### config.mk
export PLATFORM = sky130hd
export DESIGN_NAME = ram_boot_loader_flat
export DESIGN_NICKNAME = d
export VERILOG_FILES = /design/src/rtl/ram_boot_loader_if.sv /design/src/rtl/ram_boot_loader.sv /design/src/flat_wrapper.sv
export SDC_FILE = /design/constraint.sdc
export NUM_CORES = 1
export LEC_CHECK = 0
export CORE_MARGIN = 2
export CORE_UTILIZATION = 35
export DETAILED_ROUTE_END_ITERATION = 6
export PLACE_DENSITY = 0.57
export SLEW_MARGIN = 25
export SYNTH_ARGS = -nofsm -noshare
export SYNTH_HDL_FRONTEND = slang
export SYNTH_SLANG_ARGS = --single-unit
### constraint.sdc
create_clock -name CLK -period 5.6 [get_ports CLK]
set_input_delay 0.84 -clock CLK [delete_from_list [all_inputs] [get_ports CLK]]
set_output_delay 0.84 -clock CLK [all_outputs]
set_load 0.02 [all_outputs]
### src/rtl/ram_boot_loader_if.sv
// Byte-stream receive handshake, CPU RAM write port and CPU run control for ram_boot_loader.
// The loader side uses the master modport; the UART/CPU side uses the slave modport.
interface ram_boot_loader_if;
  logic [7:0]  rx_data;
  logic        rx_valid;
  logic        rx_ready;
  logic [15:0] Ram_addr;
  logic [15:0] Ram_data;
  logic        WR_RAM_E;
  logic        E;
  logic        cpu_done;

  modport master (
    input  rx_data,
    input  rx_valid,
    input  cpu_done,
    output rx_ready,
    output Ram_addr,
    output Ram_data,
    output WR_RAM_E,
    output E
  );

  modport slave (
    output rx_data,
    output rx_valid,
    output cpu_done,
    input  rx_ready,
    input  Ram_addr,
    input  Ram_data,
    input  WR_RAM_E,
    input  E
  );
endinterface

### src/rtl/ram_boot_loader.sv
// Program loader: assembles big-endian {addr, data} byte frames into CPU RAM writes and starts
// the CPU on the END_ADDR frame. Define BOOT_CHECKSUM_EN to require an XOR checksum byte per frame.
module ram_boot_loader #(
  parameter int unsigned TIMEOUT_CYC = 65535,
  parameter logic [15:0] END_ADDR    = 16'hFFFF,
  parameter int unsigned START_DELAY = 2
) (
  input  logic                CLK,
  input  logic                rst,
  ram_boot_loader_if.master   bus,
  output logic [15:0]         word_count,
  output logic                frame_err,
  output logic                busy
);

  localparam int unsigned TmoW = $clog2(TIMEOUT_CYC + 1);
  localparam logic [TmoW-1:0] TmoMax = TmoW'(TIMEOUT_CYC);
  // Last START count before E rises; only used when START_DELAY >= 2.
  localparam logic [15:0] StartLast = 16'(START_DELAY - 2);

  typedef enum logic [2:0] {
    StLoadB0,
    StLoadB1,
    StLoadB2,
    StLoadB3,
    StWrite,
    StStart,
    StRun
`ifdef BOOT_CHECKSUM_EN
    , StLoadCk
`endif
  } state_e;

  state_e          state_q, state_d;
  logic [31:0]     asm_q, asm_d;
  logic [TmoW-1:0] tmo_q, tmo_d;
  logic [15:0]     start_cnt_q, start_cnt_d;
  logic            run_first_q, run_first_d;
  logic [15:0]     addr_q, addr_d;
  logic [15:0]     data_q, data_d;
  logic            wr_q, wr_d;
  logic            e_q, e_d;
  logic [15:0]     wc_q, wc_d;
  logic            ferr_q, ferr_d;
  logic            rx_ready_q, rx_ready_d;
  logic            busy_q, busy_d;
  logic            accept;
  logic            load_next;

  always_comb begin
    state_d     = state_q;
    asm_d       = asm_q;
    tmo_d       = '0;
    start_cnt_d = start_cnt_q;
    run_first_d = run_first_q;
    addr_d      = addr_q;
    data_d      = data_q;
    wr_d        = 1'b0;
    e_d         = e_q;
    wc_d        = wc_q;
    ferr_d      = ferr_q;
    accept      = bus.rx_valid & rx_ready_q;

    unique case (state_q)
      StLoadB0: begin
        if (accept) begin
          asm_d   = {asm_q[23:0], bus.rx_data};
          state_d = StLoadB1;
        end
      end
      StWrite: begin
        if (asm_q[31:16] != END_ADDR) begin
          addr_d  = asm_q[31:16];
          data_d  = asm_q[15:0];
          wr_d    = 1'b1;
          if (wc_q != 16'hFFFF) wc_d = wc_q + 16'd1;
          state_d = StLoadB0;
        end else if (START_DELAY <= 1) begin
          e_d         = 1'b1;
          run_first_d = 1'b1;
          state_d     = StRun;
        end else begin
          start_cnt_d = '0;
          state_d     = StStart;
        end
      end
      StStart: begin
        if (start_cnt_q == StartLast) begin
          e_d         = 1'b1;
          run_first_d = 1'b1;
          state_d     = StRun;
        end else begin
          start_cnt_d = start_cnt_q + 16'd1;
        end
      end
      StRun: begin
        // cpu_done is only trusted once E has already been high for a full cycle.
        if (run_first_q) begin
          run_first_d = 1'b0;
        end else if (bus.cpu_done) begin
          e_d     = 1'b0;
          wc_d    = '0;
          ferr_d  = 1'b0;
          state_d = StLoadB0;
        end
      end
      default: begin
        // Partial frame: timeout wins over a byte offered in the same cycle.
        if (tmo_q == TmoMax) begin
          ferr_d  = 1'b1;
          state_d = StLoadB0;
        end else if (!accept) begin
          tmo_d = tmo_q + 1'b1;
        end else begin
          asm_d = {asm_q[23:0], bus.rx_data};
          if (state_q == StLoadB1) begin
            state_d = StLoadB2;
          end else if (state_q == StLoadB2) begin
            state_d = StLoadB3;
          end else if (state_q == StLoadB3) begin
`ifdef BOOT_CHECKSUM_EN
            state_d = StLoadCk;
`else
            state_d = StWrite;
`endif
          end else begin
`ifdef BOOT_CHECKSUM_EN
            asm_d = asm_q;
            if (bus.rx_data == (asm_q[31:24] ^ asm_q[23:16] ^ asm_q[15:8] ^ asm_q[7:0])) begin
              state_d = StWrite;
            end else begin
              ferr_d  = 1'b1;
              state_d = StLoadB0;
            end
`else
            state_d = StLoadB0;
`endif
          end
        end
      end
    endcase

    load_next = (state_d == StLoadB0) || (state_d == StLoadB1) ||
                (state_d == StLoadB2) || (state_d == StLoadB3);
`ifdef BOOT_CHECKSUM_EN
    load_next = load_next || (state_d == StLoadCk);
`endif
    rx_ready_d = load_next && (tmo_d != TmoMax);
    busy_d     = (state_d != StLoadB0);
  end

  always_ff @(posedge CLK or posedge rst) begin
    if (rst) begin
      state_q     <= StLoadB0;
      asm_q       <= '0;
      tmo_q       <= '0;
      start_cnt_q <= '0;
      run_first_q <= 1'b0;
      addr_q      <= '0;
      data_q      <= '0;
      wr_q        <= 1'b0;
      e_q         <= 1'b0;
      wc_q        <= '0;
      ferr_q      <= 1'b0;
      rx_ready_q  <= 1'b1;
      busy_q      <= 1'b0;
    end else begin
      state_q     <= state_d;
      asm_q       <= asm_d;
      tmo_q       <= tmo_d;
      start_cnt_q <= start_cnt_d;
      run_first_q <= run_first_d;
      addr_q      <= addr_d;
      data_q      <= data_d;
      wr_q        <= wr_d;
      e_q         <= e_d;
      wc_q        <= wc_d;
      ferr_q      <= ferr_d;
      rx_ready_q  <= rx_ready_d;
      busy_q      <= busy_d;
    end
  end

  assign bus.rx_ready = rx_ready_q;
  assign bus.Ram_addr = addr_q;
  assign bus.Ram_data = data_q;
  assign bus.WR_RAM_E = wr_q;
  assign bus.E        = e_q;
  assign word_count   = wc_q;
  assign frame_err    = ferr_q;
  assign busy         = busy_q;

endmodule
### src/flat_wrapper.sv
// flat-port wrapper written by rule: the top's interface ports become plain ports
module ram_boot_loader_flat 
#(
  parameter int unsigned TIMEOUT_CYC = 65535,
  parameter logic [15:0] END_ADDR    = 16'hFFFF,
  parameter int unsigned START_DELAY = 2
)
  (CLK, rst, word_count, frame_err, busy, bus_rx_data, bus_rx_valid, bus_cpu_done, bus_rx_ready, bus_Ram_addr, bus_Ram_data, bus_WR_RAM_E, bus_E);
  ram_boot_loader_if bus_i ();
  input  logic CLK;
  input  logic rst;
  output logic [15:0] word_count;
  output logic frame_err;
  output logic busy;
  input wire logic [$bits(bus_i.rx_data)-1:0] bus_rx_data;
  input wire logic [$bits(bus_i.rx_valid)-1:0] bus_rx_valid;
  input wire logic [$bits(bus_i.cpu_done)-1:0] bus_cpu_done;
  output wire logic [$bits(bus_i.rx_ready)-1:0] bus_rx_ready;
  output wire logic [$bits(bus_i.Ram_addr)-1:0] bus_Ram_addr;
  output wire logic [$bits(bus_i.Ram_data)-1:0] bus_Ram_data;
  output wire logic [$bits(bus_i.WR_RAM_E)-1:0] bus_WR_RAM_E;
  output wire logic [$bits(bus_i.E)-1:0] bus_E;
  assign bus_i.rx_data = bus_rx_data;
  assign bus_i.rx_valid = bus_rx_valid;
  assign bus_i.cpu_done = bus_cpu_done;
  assign bus_rx_ready = bus_i.rx_ready;
  assign bus_Ram_addr = bus_i.Ram_addr;
  assign bus_Ram_data = bus_i.Ram_data;
  assign bus_WR_RAM_E = bus_i.WR_RAM_E;
  assign bus_E = bus_i.E;
  ram_boot_loader #(.TIMEOUT_CYC(TIMEOUT_CYC), .END_ADDR(END_ADDR), .START_DELAY(START_DELAY)) u_core (.CLK(CLK), .rst(rst), .bus(bus_i), .word_count(word_count), .frame_err(frame_err), .busy(busy));
endmodule
==> impl_metrics.env <==
export IMPL_synth_fa_ha_area_frac=0.00871
export IMPL_synth_seq_area_share=0.527
export IMPL_ir_drop_mv=0.287
export IMPL_avgViaCountPerCell=5.22
export IMPL_cts_sink_count=121
export IMPL_synth_mux_area_frac=0.136
export IMPL_layout_drive_gt1_share=0.191
export IMPL_grt_use_total=0.149
export IMPL_cp_top_family="compound AO/OA/AOI/OAI gates"
export IMPL_h_tree_depth=4
export IMPL_first_global_vias=4110
export IMPL_grt_overflow_total=0
export IMPL_worstPathMaxFanout=21
export IMPL_start_util=0.360
export IMPL_postLayoutCellArea_um2=7180
export IMPL_chipWidth_um=132
export IMPL_ctsHoldBuffers=0
export IMPL_critPathBufInv=1
export IMPL_crit_type="reg2reg"
export IMPL_rrSetupSlack_ps=2690
export IMPL_die_h_um=132
export IMPL_clockPowerShare=0.286
export IMPL_worst_path_largest_cell_delay_ps=500
export IMPL_core_um2=15900
export IMPL_io_buffer_count=64
export IMPL_worstPathRequired_ps=5900
export IMPL_synthToLayoutAreaGrowth_pct=25.0
export IMPL_worstPathArrival_ps=3200
export IMPL_cap_violations=0
export IMPL_syn_area_um2=5740
export IMPL_yosys_most_used_dff="dfrtp_1"
export IMPL_min_period_ps=2910
export IMPL_clock_skew_ps=8.21
export IMPL_clk_pin_slew_worst_paths_ps=60
export IMPL_status="completed"
export IMPL_worst_pin_slew_ps=953
export IMPL_synthSimpleGateAreaFrac=0.167
export IMPL_p_leak_nw=2.94
export IMPL_cts_setup_buffers=0
export IMPL_synthXorXnorAreaFrac=0.0244
export IMPL_final_common_cell="dfrtp_1"
export IMPL_netlist_cell_type_count=53
export IMPL_pwr_density_cell_nw_per_um2=520
export IMPL_std_cell_rows=46
export IMPL_drc=0
export IMPL_place_area_um2=6600
export IMPL_fillers=1491
export IMPL_path_cells="ha_1 -> nand3_1 -> nor4_4 -> a21oi_1 -> o21ai_4 -> buf_16 -> mux2_2"
export IMPL_setup_tns_final_ps=0
export IMPL_synth_async_reset_ratio=1.00
export IMPL_clockRootBuffer="clkbuf_16"
export IMPL_synth_top_family_by_area="simple AND/OR/NAND/NOR gates"
export IMPL_synth_compound_area_frac=0.107
export IMPL_nets=585
export IMPL_gp_congestion=0.834
export IMPL_rsz0062_at_grt="no"
export IMPL_ant_nets=0
export IMPL_dp_cells=766
export IMPL_drt_wl_total_um=12400
export IMPL_swShare=0.340
export IMPL_power_switching_w=0.00127
export IMPL_grt_max_degree=85
export IMPL_synth_nets=520
export IMPL_pin_count=65
export IMPL_combPwrFrac=0.331
export IMPL_antennaDiodeCount=0
export IMPL_cts_buffers_inserted=17
export IMPL_internal_power_w=0.00247
export IMPL_hold_class="reg2reg"
export IMPL_dieArea_um2=17400
export IMPL_synth_seq_cells=121
export IMPL_setup_viol_count_final=0
export IMPL_clock_path_buffers=2
export IMPL_drtIter0Drc=231
export IMPL_ctsResizeCount=0
export IMPL_synth_edff_count=0
export IMPL_slew_limit_headroom=0.364
export IMPL_critPathCaptureType="register"
export IMPL_cts_tree="built"
export IMPL_postSynthAreaPerCell_um2=11.4
export IMPL_wl_per_cell_um=15.5
export IMPL_syn_inst=504
export IMPL_start_kind="register"
export IMPL_stdcell_count=798
export IMPL_antenna_found_initial=0
export IMPL_fmax_ghz=0.344
export IMPL_final_cell_mix="dfrtp_1 (120), clkdlybuf4s50_1 (64), mux2_2 (54), o31ai_1 (33), nor2_1 (31)"
export IMPL_worstSkewPairLatency_ps=410
export IMPL_hold_viol=0
export IMPL_first_pass_iters=4
export IMPL_dr_total_vias=4166
export IMPL_ys_warn_count=0
export IMPL_place_detailed_hpwl_um=8310
export IMPL_grt_pass1_wl_um=21000
export IMPL_seqPwrFrac=0.383
export IMPL_cp_slowest_cell="o21ai_4"
export IMPL_min_period_over_period=0.519
export IMPL_final_max_slew_viol_count=0
-- state kept, by name, indices dropped and copies added (netlist names) --
signal and flops:
u_core.asm_q 32, u_core.bus.E 1, u_core.bus.Ram_addr 16, u_core.bus.Ram_data 16, u_core.bus.WR_RAM_E 1, u_core.bus.rx_ready 1
u_core.busy 1, u_core.frame_err 1, u_core.run_first_q 1, u_core.start_cnt_q 16, u_core.state_q 3, u_core.tmo_q 16
u_core.word_count 16
-- synth_stat cells (all sizes together), types with 2 or more instances --
| cell | n | area [um^2] |
|---|---|---|
| nand2 | 27 | 101 |
| a21o | 3 | 22.5 |
| inv | 12 | 45.0 |
| xor2 | 11 | 96.3 |
| nand2b | 6 | 37.5 |
| nand3 | 27 | 135 |
| o31ai | 33 | 248 |
| or2 | 2 | 12.5 |
| ha | 4 | 50.1 |
| o211ai | 2 | 15.0 |
| o21ai | 17 | 88.8 |
| or4 | 7 | 52.6 |
| a21oi | 18 | 90.1 |
| nor2b | 3 | 18.8 |
| a221o | 2 | 20.0 |
| or3 | 7 | 43.8 |
| a31oi | 5 | 31.3 |
| and4 | 6 | 52.6 |
| nor2 | 31 | 116 |
| clkbuf | 9 | 33.8 |
| nand4 | 18 | 128 |
| and3 | 5 | 31.3 |
| mux2i | 2 | 20.0 |
| xnor2 | 5 | 43.8 |
| nor4 | 7 | 73.8 |
| and2 | 11 | 68.8 |
| nor3 | 8 | 40.0 |
| buf | 14 | 91.3 |
| a211o | 2 | 17.5 |
| mux2 | 64 | 758 |
| dfrtp | 120 | 3000 |
-- metal layers --
metal,global-route usage,wire length (um),up-vias
met5,0,0,-
met2,0.232,5880,74
met3,0.0377,382,11
met1,0.200,5960,2078
met4,0.0562,166,0
li1,-,-,2003
-- layout make-up --
type / count / area, um^2 / share of cell area
well taps: 216 / 270 / 0.0376
multi-input cells: 348 / 2550 / 0.355
repair buffers: 69 / 698 / 0.0972
clock buffers: 17 / 425 / 0.0592
inverters: 12 / 50.0 / 0.00697
clock inverters: 15 / 156 / 0.0218
flip-flops and latches: 121 / 3030 / 0.422
-- final timing paths --
check / startpoint / endpoint / cells after the start
max in group asynchronous: rst / u_core.asm_q[28] / 3
worst min register to register: u_core.bus.Ram_data[4] / u_core.bus.Ram_data[4] / 1
worst max-delay path: u_core.tmo_q[0] / u_core.asm_q[6] / 7
worst max register to register: u_core.tmo_q[0] / u_core.asm_q[6] / 7
min in group asynchronous: rst / u_core.bus.Ram_data[2] / 2
worst min-delay path: u_core.bus.Ram_data[4] / u_core.bus.Ram_data[4] / 1
-- cells by family after synthesis --
kind of cell | Yosys count
flip-flops | 121
adder cells (fa/ha/maj) | 4
multiplexers | 66
AND/OR/NAND/NOR | 170
buffers and inverters | 35
AO/OA/AOI/OAI | 92
XOR/XNOR | 16
-- power by group through the flow --
| stage | Clock, W | Combinational, W | Sequential [W] |
|---|---|---|---|
| 3_3_place_gp | 0 | 0.00121 | 0.00143 |
| 4_1_cts | 0.00109 | 0.00125 | 0.00143 |
| 3_5_place_dp | 0 | 0.00125 | 0.00144 |
| 6_report | 0.00107 | 0.00124 | 0.00143 |
| 5_1_grt | 0.00114 | 0.00133 | 0.00148 |
| 2_1_floorplan | 0 | 0.000687 | 0.00152 |
-- per-stage QoR --
| step | hold slack [ps] | utilization | setup WS [ps] | power [W] |
|---|---|---|---|---|
| finish | 506 | 0.450 | 2690 | 0.00374 |
| floorplan | 464 | - | 1550 | 0.00221 |
| CTS | 505 | 0.450 | 2690 | 0.00378 |
| global route | 514 | 0.450 | 2450 | 0.00395 |
| detailed placement | 492 | 0.414 | 2710 | 0.00269 |
| global placement | 491 | 0.412 | 2580 | 0.00264 |
Power figures use the tool's default switching activity.
